File: config.mk
export PLATFORM = sky130hd
export DESIGN_NAME = rx_engine
export DESIGN_NICKNAME = d
export VERILOG_FILES = /design/src/rtl/rx_engine.sv
export SDC_FILE = /design/constraint.sdc
export NUM_CORES = 1
export LEC_CHECK = 0
export ABC_AREA = 1
export CAP_MARGIN = 20
export CORE_UTILIZATION = 45
export CTS_BUF_LIST = sky130_fd_sc_hd__clkbuf_4 sky130_fd_sc_hd__clkbuf_8
export DETAILED_ROUTE_END_ITERATION = 7
export DONT_BUFFER_PORTS = 1
export PLACE_DENSITY = 0.71
export SYNTH_ARGS = -nofsm -noshare
export SYNTH_HDL_FRONTEND = slang
export SYNTH_SLANG_ARGS = --single-unit
File: constraint.sdc
create_clock -name clk -period 2.2 [get_ports clk]
set_input_delay 0.66 -clock clk [delete_from_list [all_inputs] [get_ports clk]]
set_output_delay 0.66 -clock clk [all_outputs]
set_load 0.01 [all_outputs]
File: src/rtl/rx_engine.sv
// rx_engine: UART receive engine. Oversamples the serial line with a
// run-time bit-time divisor and reassembles 7/8-bit characters with an
// optional parity bit and one checked stop bit. The finished character and
// its status flags are held for the processor-side register interface.
module rx_engine (
  input  logic        clk,
  input  logic        rst,
  input  logic        rx,
  input  logic [18:0] baud_count,
  input  logic        eight,
  input  logic        p_en,
  input  logic        ohel,
  input  logic        read,
  output logic [7:0]  data,
  output logic        rxrdy,
  output logic        perr,
  output logic        ferr,
  output logic        ovf
);

  localparam logic [1:0] IDLE  = 2'd0;
  localparam logic [1:0] START = 2'd1;
  localparam logic [1:0] RECV  = 2'd2;

  logic        rx_m;
  logic        rx_s;
  logic [1:0]  state;
  logic [18:0] cnt;
  logic [3:0]  bit_cnt;
  logic [9:0]  shreg;
  logic        frame_done;

  logic [3:0]  frame_len;
  logic        expire;
  logic [9:0]  aligned;
  logic [7:0]  rx_data;
  logic        rx_par;
  logic        rx_stop;
  logic        par_err;

  // Frame geometry and decode of the completed shift register.
  // NOTE: every always_comb output gets a value on every path (here all are
  // plain assignments) so no latch can be inferred.
  always_comb begin
    frame_len = 4'd8 + {3'b000, eight} + {3'b000, p_en};
    expire    = (cnt == 19'd1);
    // Samples enter at the MSB, so after N samples the first data bit sits
    // at bit 10-N; shift it down to bit 0.
    aligned   = shreg >> (4'd10 - frame_len);
    rx_data   = {eight & aligned[7], aligned[6:0]};
    // Stop bit is always the last sample (MSB); parity precedes it.
    rx_stop   = shreg[9];
    rx_par    = shreg[8];
    par_err   = p_en & (rx_par != ((^rx_data) ^ ohel));
  end

  // Two-flop synchronizer for the asynchronous serial input; idles high.
  // NOTE: sequential state uses non-blocking assignments so every flop
  // samples the pre-edge value of its inputs.
  always_ff @(posedge clk) begin
    if (rst) begin
      rx_m <= 1'b1;
      rx_s <= 1'b1;
    end else begin
      rx_m <= rx;
      rx_s <= rx_m;
    end
  end

  // Receive FSM: start detection, mid-bit sampling and frame completion.
  always_ff @(posedge clk) begin
    if (rst) begin
      state      <= IDLE;
      cnt        <= '0;
      bit_cnt    <= '0;
      shreg      <= '0;
      frame_done <= 1'b0;
    end else begin
      frame_done <= 1'b0;
      case (state)
        IDLE: begin
          if (!rx_s) begin
            // Half a bit time puts the start sample at mid-bit.
            cnt   <= baud_count >> 1;
            state <= START;
          end
        end
        START: begin
          if (expire) begin
            if (rx_s) begin
              // Glitch shorter than half a bit: not a real start bit.
              state <= IDLE;
            end else begin
              cnt     <= baud_count;
              bit_cnt <= '0;
              state   <= RECV;
            end
          end else begin
            cnt <= cnt - 19'd1;
          end
        end
        RECV: begin
          if (expire) begin
            shreg   <= {rx_s, shreg[9:1]};
            bit_cnt <= bit_cnt + 4'd1;
            cnt     <= baud_count;
            if (bit_cnt == frame_len - 4'd1) begin
              // Stop bit just sampled; re-arm immediately for back-to-back.
              state      <= IDLE;
              frame_done <= 1'b1;
            end
          end else begin
            cnt <= cnt - 19'd1;
          end
        end
        default: state <= IDLE;
      endcase
    end
  end

  // Holding register and status flags; a completing frame beats a read.
  always_ff @(posedge clk) begin
    if (rst) begin
      data  <= 8'h00;
      rxrdy <= 1'b0;
      perr  <= 1'b0;
      ferr  <= 1'b0;
      ovf   <= 1'b0;
    end else if (frame_done) begin
      data  <= rx_data;
      perr  <= par_err;
      ferr  <= ~rx_stop;
      ovf   <= read ? 1'b0 : (ovf | rxrdy);
      rxrdy <= 1'b1;
    end else if (read) begin
      rxrdy <= 1'b0;
      perr  <= 1'b0;
      ferr  <= 1'b0;
      ovf   <= 1'b0;
    end
  end

endmodule

==> metrics.md, run 1 <==
| Metric | Value |
|---|---|
| Max Slew Vio Count | `0` |
| Area Growth Syn to Fin | `6.97%` |
| Peak fanout along the critical path | `24` |
| Maximum VDD drop | `0.000924 V` |
| Power Density | `1350 mW/mm2` |
| Worst-Margin Slew | `0.571 ns` |
| Sequential share of the synthesized area | `32.1%` |
| I/O pins | `38` |
| Clock-pin transition on the worst setup and hold timing paths | `0.10 ns` |
| CTS tree | `built` |
| DP Area | `between 0.003 and 0.004 mm2` |
| Most frequent CP cell | `inv_2` |
| Number of DRC markers in iteration 0 | `just under 100` |
| Clk_lat worst skew | `0.31 ns` |
| Worst Skew | `roughly 0.0077 ns` |
| Wirelength, routed | `~7400 um` |
| Cell area after synthesis | `about 0.0031 mm2` |
| First-pass GRT wire length | `12800 um` |
| CP max stage cell | `dfxtp_1` |
| Tmin final | `1.95 ns` |
| Antenna violations before repair | `0` |
| # diodes | `0` |
| Hold Fails Final Rpt | `0` |
| Count of final setup violators | `0` |
| FP Rows | `29` |
| Share of layout cells above drive strength 1 | `between 10% and 20%` |
| CP peak stage delay | `about 0.47 ns` |
| Clk root buf | `clkbuf_8` |
| Max-cap violation count | `0` |
| DR DRC count | `0` |
| Initial Utilization | `47.8%` |
| RSZ-0062 raised after global routing | `false` |
| Routed Antenna Nets | `0` |
| Worst slew margin | `61.9%` |
| Static leakage | `1.47 nW` |
| Yosys warnings | `0` |
| Crit-path cells | `ha_1 -> nand3_1 -> nor2_1 -> nand3_2 -> inv_2 -> o21ai_2 -> nand2_2 -> inv_2 -> o21ai_0 -> a31oi_1` |
| Type of destination of the critical path | `flip-flop` |
| Type of the worst setup path | `flip-flop to flip-flop` |
| Vias in the first global route | `2885` |
| Fillers | `664` |
| Cells after Synth | `469` |
| Vias | `about 3000` |
| NumNets Final | `508` |
| Largest net degree at the start of global routing | `29` |
| Total power | `4.52 mW` |
| H-tree depth | `2` |
| RD Place Congestion | `~0.88` |
| Number of port buffers | `0` |
| Core area | `0.00653 mm2` |
| CP startpoint kind | `flip-flop` |
| Hold Crit Class | `input port to flip-flop` |
| Period utilisation layout | `88.8%` |
| Sink Count | `50` |
| DIE HEIGHT | `85.3 um` |
| Yosys cell types | `35` |
| Detailed Place HPWL | `between 5000 and 6000 um` |
| Data required, critical path | `roughly 2.4 ns` |
| Clk buf depth | `2` |
| DR vias/cell | `about 5.5` |
| Fmax | `512 MHz` |
| Total GRT Usage | `21.6%` |
| Post-CTS Setup Bufs | `0` |
| CTS Buf Count | `5` |
| Seq cells post-synth | `50` |
| 1st-pass router iterations | `4` |
| Post-route design area | `0.00334 mm2` |
| Status | `complete, no violations` |
| Detailed-route wire length per cell | `13.4 um` |
| Grt ovf | `0` |
| Die ar. | `0.00727 mm2` |
| Synthesized net count | `504` |
| Post-CTS sizing | `0` |
| Cts hold-fix bufs | `0` |
| Avg Cell Area, Syn | `6.66 um2` |
| Chip Width | `approximately 85 um` |
| Crit path DAT | `2.13 ns` |
| Hold slack | `0.402 ns` |
-- Yosys cell counts --
| library cell | count | share of area (%) |
|---|---|---|
| nand2_1 | 85 | 10 |
| nor2_1 | 61 | 7.3 |
| dfxtp_1 | 50 | 32 |
| a21oi_1 | 46 | 7.4 |
| o21ai_0 | 41 | 6.6 |
| nand3_1 | 36 | 5.8 |
| inv_1 | 35 | 4.2 |
| o21ai_1 | 16 | 2.6 |
| xor2_1 | 14 | 3.9 |
| ha_1 | 9 | 3.6 |
| clkbuf_1 | 8 | 0.96 |
| inv_2 | 7 | 0.84 |
| a211oi_1 | 6 | 1.4 |
| xnor2_1 | 6 | 1.7 |
| buf_2 | 5 | 0.80 |
| a31oi_1 | 4 | 0.80 |
| nor2_2 | 4 | 0.80 |
| o21bai_1 | 4 | 0.96 |
| buf_6 | 3 | 1.1 |
| nand2_2 | 3 | 0.60 |
| nand4_1 | 3 | 0.60 |
| nor2_4 | 3 | 1.1 |
| or2_2 | 3 | 0.60 |
| a21oi_2 | 2 | 0.56 |
| buf_4 | 2 | 0.48 |
| nand3_2 | 2 | 0.64 |
| nand3b_1 | 2 | 0.48 |
| o211ai_1 | 2 | 0.48 |
| a21o_2 | 1 | 0.28 |
| buf_1 | 1 | 0.12 |
| clkinv_1 | 1 | 0.12 |
| nor3_1 | 1 | 0.16 |
| o2111ai_1 | 1 | 0.28 |
| o21ai_2 | 1 | 0.28 |
| o22ai_1 | 1 | 0.20 |
-- final cells by class --
type	instances	area, um2	area share (%)
multi-input cells	357	1850	55.5
flip-flops and latches	50	1000	30.0
inverters	43	161	4.83
repair buffers	16	145	4.35
well taps	77	96.3	2.88
clock buffers	5	68.8	2.06
clock inverters	2	15.0	0.450
-- layer usage --
metal	up-vias	track usage, %	routed length (um)
met1	1404	26.7	3410
met2	58	38.0	3510
met4	0	6.52	95
met3	7	4.28	350
li1	1553	-	-
met5	-	0	0
-- kinds of logic (layout without fill, tap and decap cells) --
kind of cell             count (synthesis)  count (layout)  share of synthesized area (%)
buffers and inverters                   62              66                           8.62
adder cells (fa/ha/maj)                  9               9                           3.61
AND/OR/NAND/NOR                        203             203                           28.3
AO/OA/AOI/OAI                          125             125                           21.8
flip-flops                              50              50                           32.1
XOR/XNOR                                20              20                           5.61
-- power by group --
group,internal (mW),total (mW),switching [mW]
sequential,1.11,1.33,0.226
clock,0.218,0.539,0.321
combinational,0.981,2.64,1.66
-- critical path, delay by kind of cell, from the launching register on --
kind                       cells  cell delay (ns)
AOI/OAI and AO/OA              3             0.33
adders and majority gates      1             0.21
buffers and inverters          2             0.31
DFF                            1             0.47
and+or+nand+nor                4             0.50
-- path summary, 6_finish.rpt --
check,startpoint,to,slack [ns],cells after the start
worst max-delay path,cnt[0],cnt[1],0.25,10
worst min-delay path,rst,perr,0.40,1
worst max register to register,cnt[0],cnt[1],0.25,10
worst min register to register,rx_m,rx_s,0.41,1
-- placed cells by master (no fill, tap or decap) --
cell type   synthesis  routed
nand2_1            85      85
nor2_1             61      61
dfxtp_1            50      50
a21oi_1            46      46
o21ai_0            41      41
nand3_1            36      36
inv_1              35      35
o21ai_1            16      16
xor2_1             14      14
buf_4               2      14
ha_1                9       9
inv_2               7       7
a211oi_1            6       6
xnor2_1             6       6
clkbuf_8            0       5
nor2_2              4       4
o21bai_1            4       4
a31oi_1             4       4
nor2_4              3       3
nand2_2             3       3
nand4_1             3       3
or2_2               3       3
nand3_2             2       2
a21oi_2             2       2
nand3b_1            2       2
o211ai_1            2       2
clkinvlp_4          0       2
buf_12              0       2
o22ai_1             1       1
o21ai_2             1       1
clkinv_1            1       1
o2111ai_1           1       1
nor3_1              1       1
a21o_2              1       1
-- flip-flops by register name, summed over array words and instances (netlist names) --
name,count
perr,1
frame_done,1
shreg,10
cnt,19
rx_s,1
state,2
data,8
rx_m,1
rxrdy,1
ferr,1
bit_cnt,4
ovf,1
-- stage by stage --
step | utilization, % | setup TNS (ns) | cells | worst slack [ns]
3_5_place_dp | 49.8 | -0.0710 | 543 | -0.0710
3_3_place_gp | 49.8 | -0.00369 | 543 | -0.00369
6_report | 51.1 | 0 | 550 | 0.247
4_1_cts | 51.1 | 0 | 550 | 0.257
5_1_grt | 51.1 | 0 | 550 | 0.0773
2_1_floorplan | - | 0 | 469 | 0.0723
No activity file was read; power rests on OpenSTA's default activity.
==> run 2, diff against run 1 <==
--- a/config.mk
+++ b/config.mk
@@ -5,13 +5,14 @@
 export SDC_FILE = /design/constraint.sdc
 export NUM_CORES = 1
 export LEC_CHECK = 0
-export ABC_AREA = 1
+export ABC_AREA = 0
 export CAP_MARGIN = 20
+export CORE_MARGIN = 8
 export CORE_UTILIZATION = 45
 export CTS_BUF_LIST = sky130_fd_sc_hd__clkbuf_4 sky130_fd_sc_hd__clkbuf_8
 export DETAILED_ROUTE_END_ITERATION = 7
 export DONT_BUFFER_PORTS = 1
-export PLACE_DENSITY = 0.71
+export PLACE_DENSITY = 0.69
 export SYNTH_ARGS = -nofsm -noshare
 export SYNTH_HDL_FRONTEND = slang
 export SYNTH_SLANG_ARGS = --single-unit
==> constraint.sdc (replaced) <==
create_clock -name clk -period 2.09 [get_ports clk]
set_input_delay 0.627 -clock clk [delete_from_list [all_inputs] [get_ports clk]]
set_output_delay 0.627 -clock clk [all_outputs]
set_load 0.01 [all_outputs]
==> run 2 against run 1 <==
Effect of this change:
- die area grew 35%
- combinational power down 68%
- area after synthesis down 0.84%
- the flow now finishes with violations (negative setup slack)
- register-to-register slack worse by 0.41 ns
- final area rose by 22%
- global-route usage down 4.6 points
- first-iteration DRC count rose by 9.2%
- setup slack worse by 0.41 ns
- highest routed layer unchanged
==> metrics.md, run 2 <==
| Metric | Value |
|---|---|
| Status | `complete, but fails checks` |
| Failing checks | `negative setup slack` |
| Cts hold-fix bufs | `0 (unchanged)` |
| Setup TNS | `-1.59 ns (-1.59 ns)` |
| Maximum VDD drop | `0.000586 V (-37%)` |
| Static leakage | `1.53 nW (+4.0%)` |
| First-pass GRT wire length | `13700 um (+7.4%)` |
| Seq cells post-synth | `50 (unchanged)` |
| DR vias/cell | `5.76 (+4.8%)` |
| CP startpoint kind | `flip-flop` |
| Largest net degree at the start of global routing | `46 (+59%)` |
| Detailed-route wire length per cell | `16.9 um (+26%)` |
| Largest regs | `cnt x19, shreg x10, data x8` |
| Cell area after synthesis | `0.00310 mm2 (-0.84%)` |
| Most common cell after layout, fill and taps aside | `buf_4` |
| Fmax | `445 MHz (-13%)` |
| Max reg flops | `19 (unchanged)` |
| CTS Buf Count | `5 (unchanged)` |
| Worst Setup EP | `cnt[12]` |
| Post-Layout Cell Count | `498 (-9.5%)` |
| Synthesized net count | `401 (-20%)` |
| Avg Cell Area, Syn | `8.46 um2 (+27%)` |
| Worst slew margin | `58.5% (-3.3 points)` |
| Share of layout cells above drive strength 1 | `35.2% (+25 points)` |
| I/O pins | `38 (unchanged)` |
| Hold Fails Final Rpt | `0 (unchanged)` |
| Clk buf depth | `2 (unchanged)` |
| Grt ovf | `0 (unchanged)` |
| Main synth FF type | `dfxtp_1` |
| Cells after Synth | `366 (-22%)` |
| Vias in the first global route | `2910 (+0.87%)` |
| Setup slack after layout | `-0.159 ns (-0.406 ns)` |
| Core Util, Final | `60.8% (+9.7 points)` |
| Area Growth Syn to Fin | `32.0%` |
| CTS tree | `built` |
| Core area | `0.00672 mm2 (+2.9%)` |
| Max Slew Vio Count | `0 (unchanged)` |
| Data required, critical path | `2.28 ns (-0.10 ns)` |
| # diodes | `0 (unchanged)` |
| Area contributors post-synth | `dfxtp_1, mux2i_1, a21oi_1` |
| Worst-Margin Slew | `0.621 ns (+0.0499 ns)` |
| DP Area | `0.00364 mm2 (+12%)` |
| Vias | `2867 (-5.1%)` |
| Clk_lat worst skew | `0.31 ns (about the same)` |
| DIE HEIGHT | `98.9 um (+16%)` |
| Count of final setup violators | `31 (+31)` |
| Top cell type's share of synthesized area | `32.3% (+0.27 points)` |
| Total GRT Usage | `17.0% (-4.6 points)` |
| Fillers | `567 (-15%)` |
| Wirelength, routed | `8420 um (+14%)` |
| Routed Antenna Nets | `0 (unchanged)` |
| Hold Crit Class | `input port to flip-flop` |
| 1st-pass router iterations | `4 (unchanged)` |
| Detailed Place HPWL | `5520 um (+1.4%)` |
| Post-route design area | `0.00409 mm2 (+22%)` |
| Most frequent cells in the layout | `buf_4, dfxtp_1, nor2_1` |
| Synth area leader | `dfxtp_1` |
| Clk root buf | `clkbuf_8` |
| Peak fanout along the critical path | `8 (-67%)` |
| NumNets Final | `453 (-11%)` |
| Type of the worst setup path | `flip-flop to flip-flop` |
| RSZ-0062 raised after global routing | `true` |
| Post-synth ARST share | `0% (unchanged)` |
| Crit path DAT | `2.44 ns (+0.31 ns)` |
| Sequential share of the synthesized area | `32.3% (+0.27 points)` |
| Initial Utilization | `46.1% (-1.7 points)` |
| Number of DRC markers in iteration 0 | `107 (+9.2%)` |
| Largest register by flop count | `cnt` |
| Dpl cells | `478 (-12%)` |
| Yosys cell types | `62 (+77%)` |
| Chip Width | `98.9 um (+16%)` |
| Antenna violations before repair | `0 (unchanged)` |
| Top cells by count, synth | `dfxtp_1, nand2_1, a21oi_1, nor2_1, mux2i_1` |
| FF-to-FF End | `cnt[12]` |
| RR Startpoint | `cnt[12]` |
| Type of destination of the critical path | `flip-flop` |
| Tmin final | `2.25 ns (+0.296 ns)` |
| DR DRC count | `0 (unchanged)` |
| Hold slack | `0.367 ns (-0.0355 ns)` |
| Clock-pin transition on the worst setup and hold timing paths | `0.09 ns (about the same)` |
| Placement Setup Slack | `-0.375 ns (-0.304 ns)` |
| Max-cap violation count | `0 (unchanged)` |
| FP Rows | `30 (+3.4%)` |
| Power Density | `630 mW/mm2 (-53%)` |
| R2R Setup Slk | `-0.16 ns (-0.41 ns)` |
| Reg2reg path depth | `6 (-4)` |
| RD Place Congestion | `0.847 (-3.2%)` |
| Die ar. | `0.00979 mm2 (+35%)` |
| Total power | `2.57 mW (-43%)` |
| Worst Skew | `0.00557 ns (-0.00216 ns)` |
| Crit. Startpoint | `cnt[12]` |
| H-tree depth | `2 (unchanged)` |
| Top-count cell post-synth | `dfxtp_1` |
| Number of port buffers | `0 (unchanged)` |
| Sink Count | `50 (unchanged)` |
| Post-synth EDFFs | `0 (unchanged)` |
| Period utilisation layout | `108% (+19 points)` |
| Yosys warnings | `0 (unchanged)` |
[run 2: kinds of logic after synthesis]
group,count (synthesis),synth area share [%]
fa+ha+maj,9,3.64
simple gates,133,23.8
mux,24,7.96
compound gates,93,19.6
flops,50,32.3
buf+inv,34,5.21
xor+xnor,23,7.40
[run 2: what timing repair did]
action | in CTS | in global routing
resized for setup | 28 | 36
setup endpoints to repair | 34 | 36
gates cloned | 1 | 1
pin swaps | 20 | 23
hold endpoints to repair | 0 | 0
buffers inserted | 6 | 7
[run 2: routing by layer]
metal / global-route usage, % / routed length, um / vias to the layer above
met1: 18.6 / 3470 / 1364
met5: 0 / 0 / -
met2: 30.5 / 4350 / 65
met4: 4.96 / 114 / 0
li1: - / - / 1426
met3: 5.14 / 481 / 12
[run 2: final cells by class]
type,count,area (um2),share of cell area (%)
clock inverters,2,38.8,0.949
well taps,80,100,2.45
clock buffers,5,68.8,1.68
multi-input cells,282,2200,53.9
flip-flops and latches,50,1000,24.6
inverters,12,65.1,1.59
repair buffers,67,607,14.9
[run 2: worst min path at each step]
stage	startpoint	to	slack [ns]	cells after the start
after CTS	rst	state[1]	0.36	1
after floorplan	rx_m	rx_s	0.39	1
after global routing	rst	shreg[8]	0.34	1
final	rst	shreg[8]	0.37	1
after global placement	rx_m	rx_s	0.39	1
after detailed placement	rx_m	rx_s	0.40	1
[run 2: worst max-delay path: stages (launching register included)]
cell and delay, ns:
dfxtp_2 0.33, or4_4 0.55, or4_4 0.53, buf_4 0.18, or3_4 0.34, o211ai_1 0.09
a31oi_1 0.10
[run 2: power by group]
group | leakage (nW) | total (mW) | switching, mW | internal [mW]
clock network | 0.0542 | 0.686 | 0.333 | 0.352
logic | 1.07 | 0.858 | 0.415 | 0.443
registers | 0.407 | 1.03 | 0.0414 | 0.990
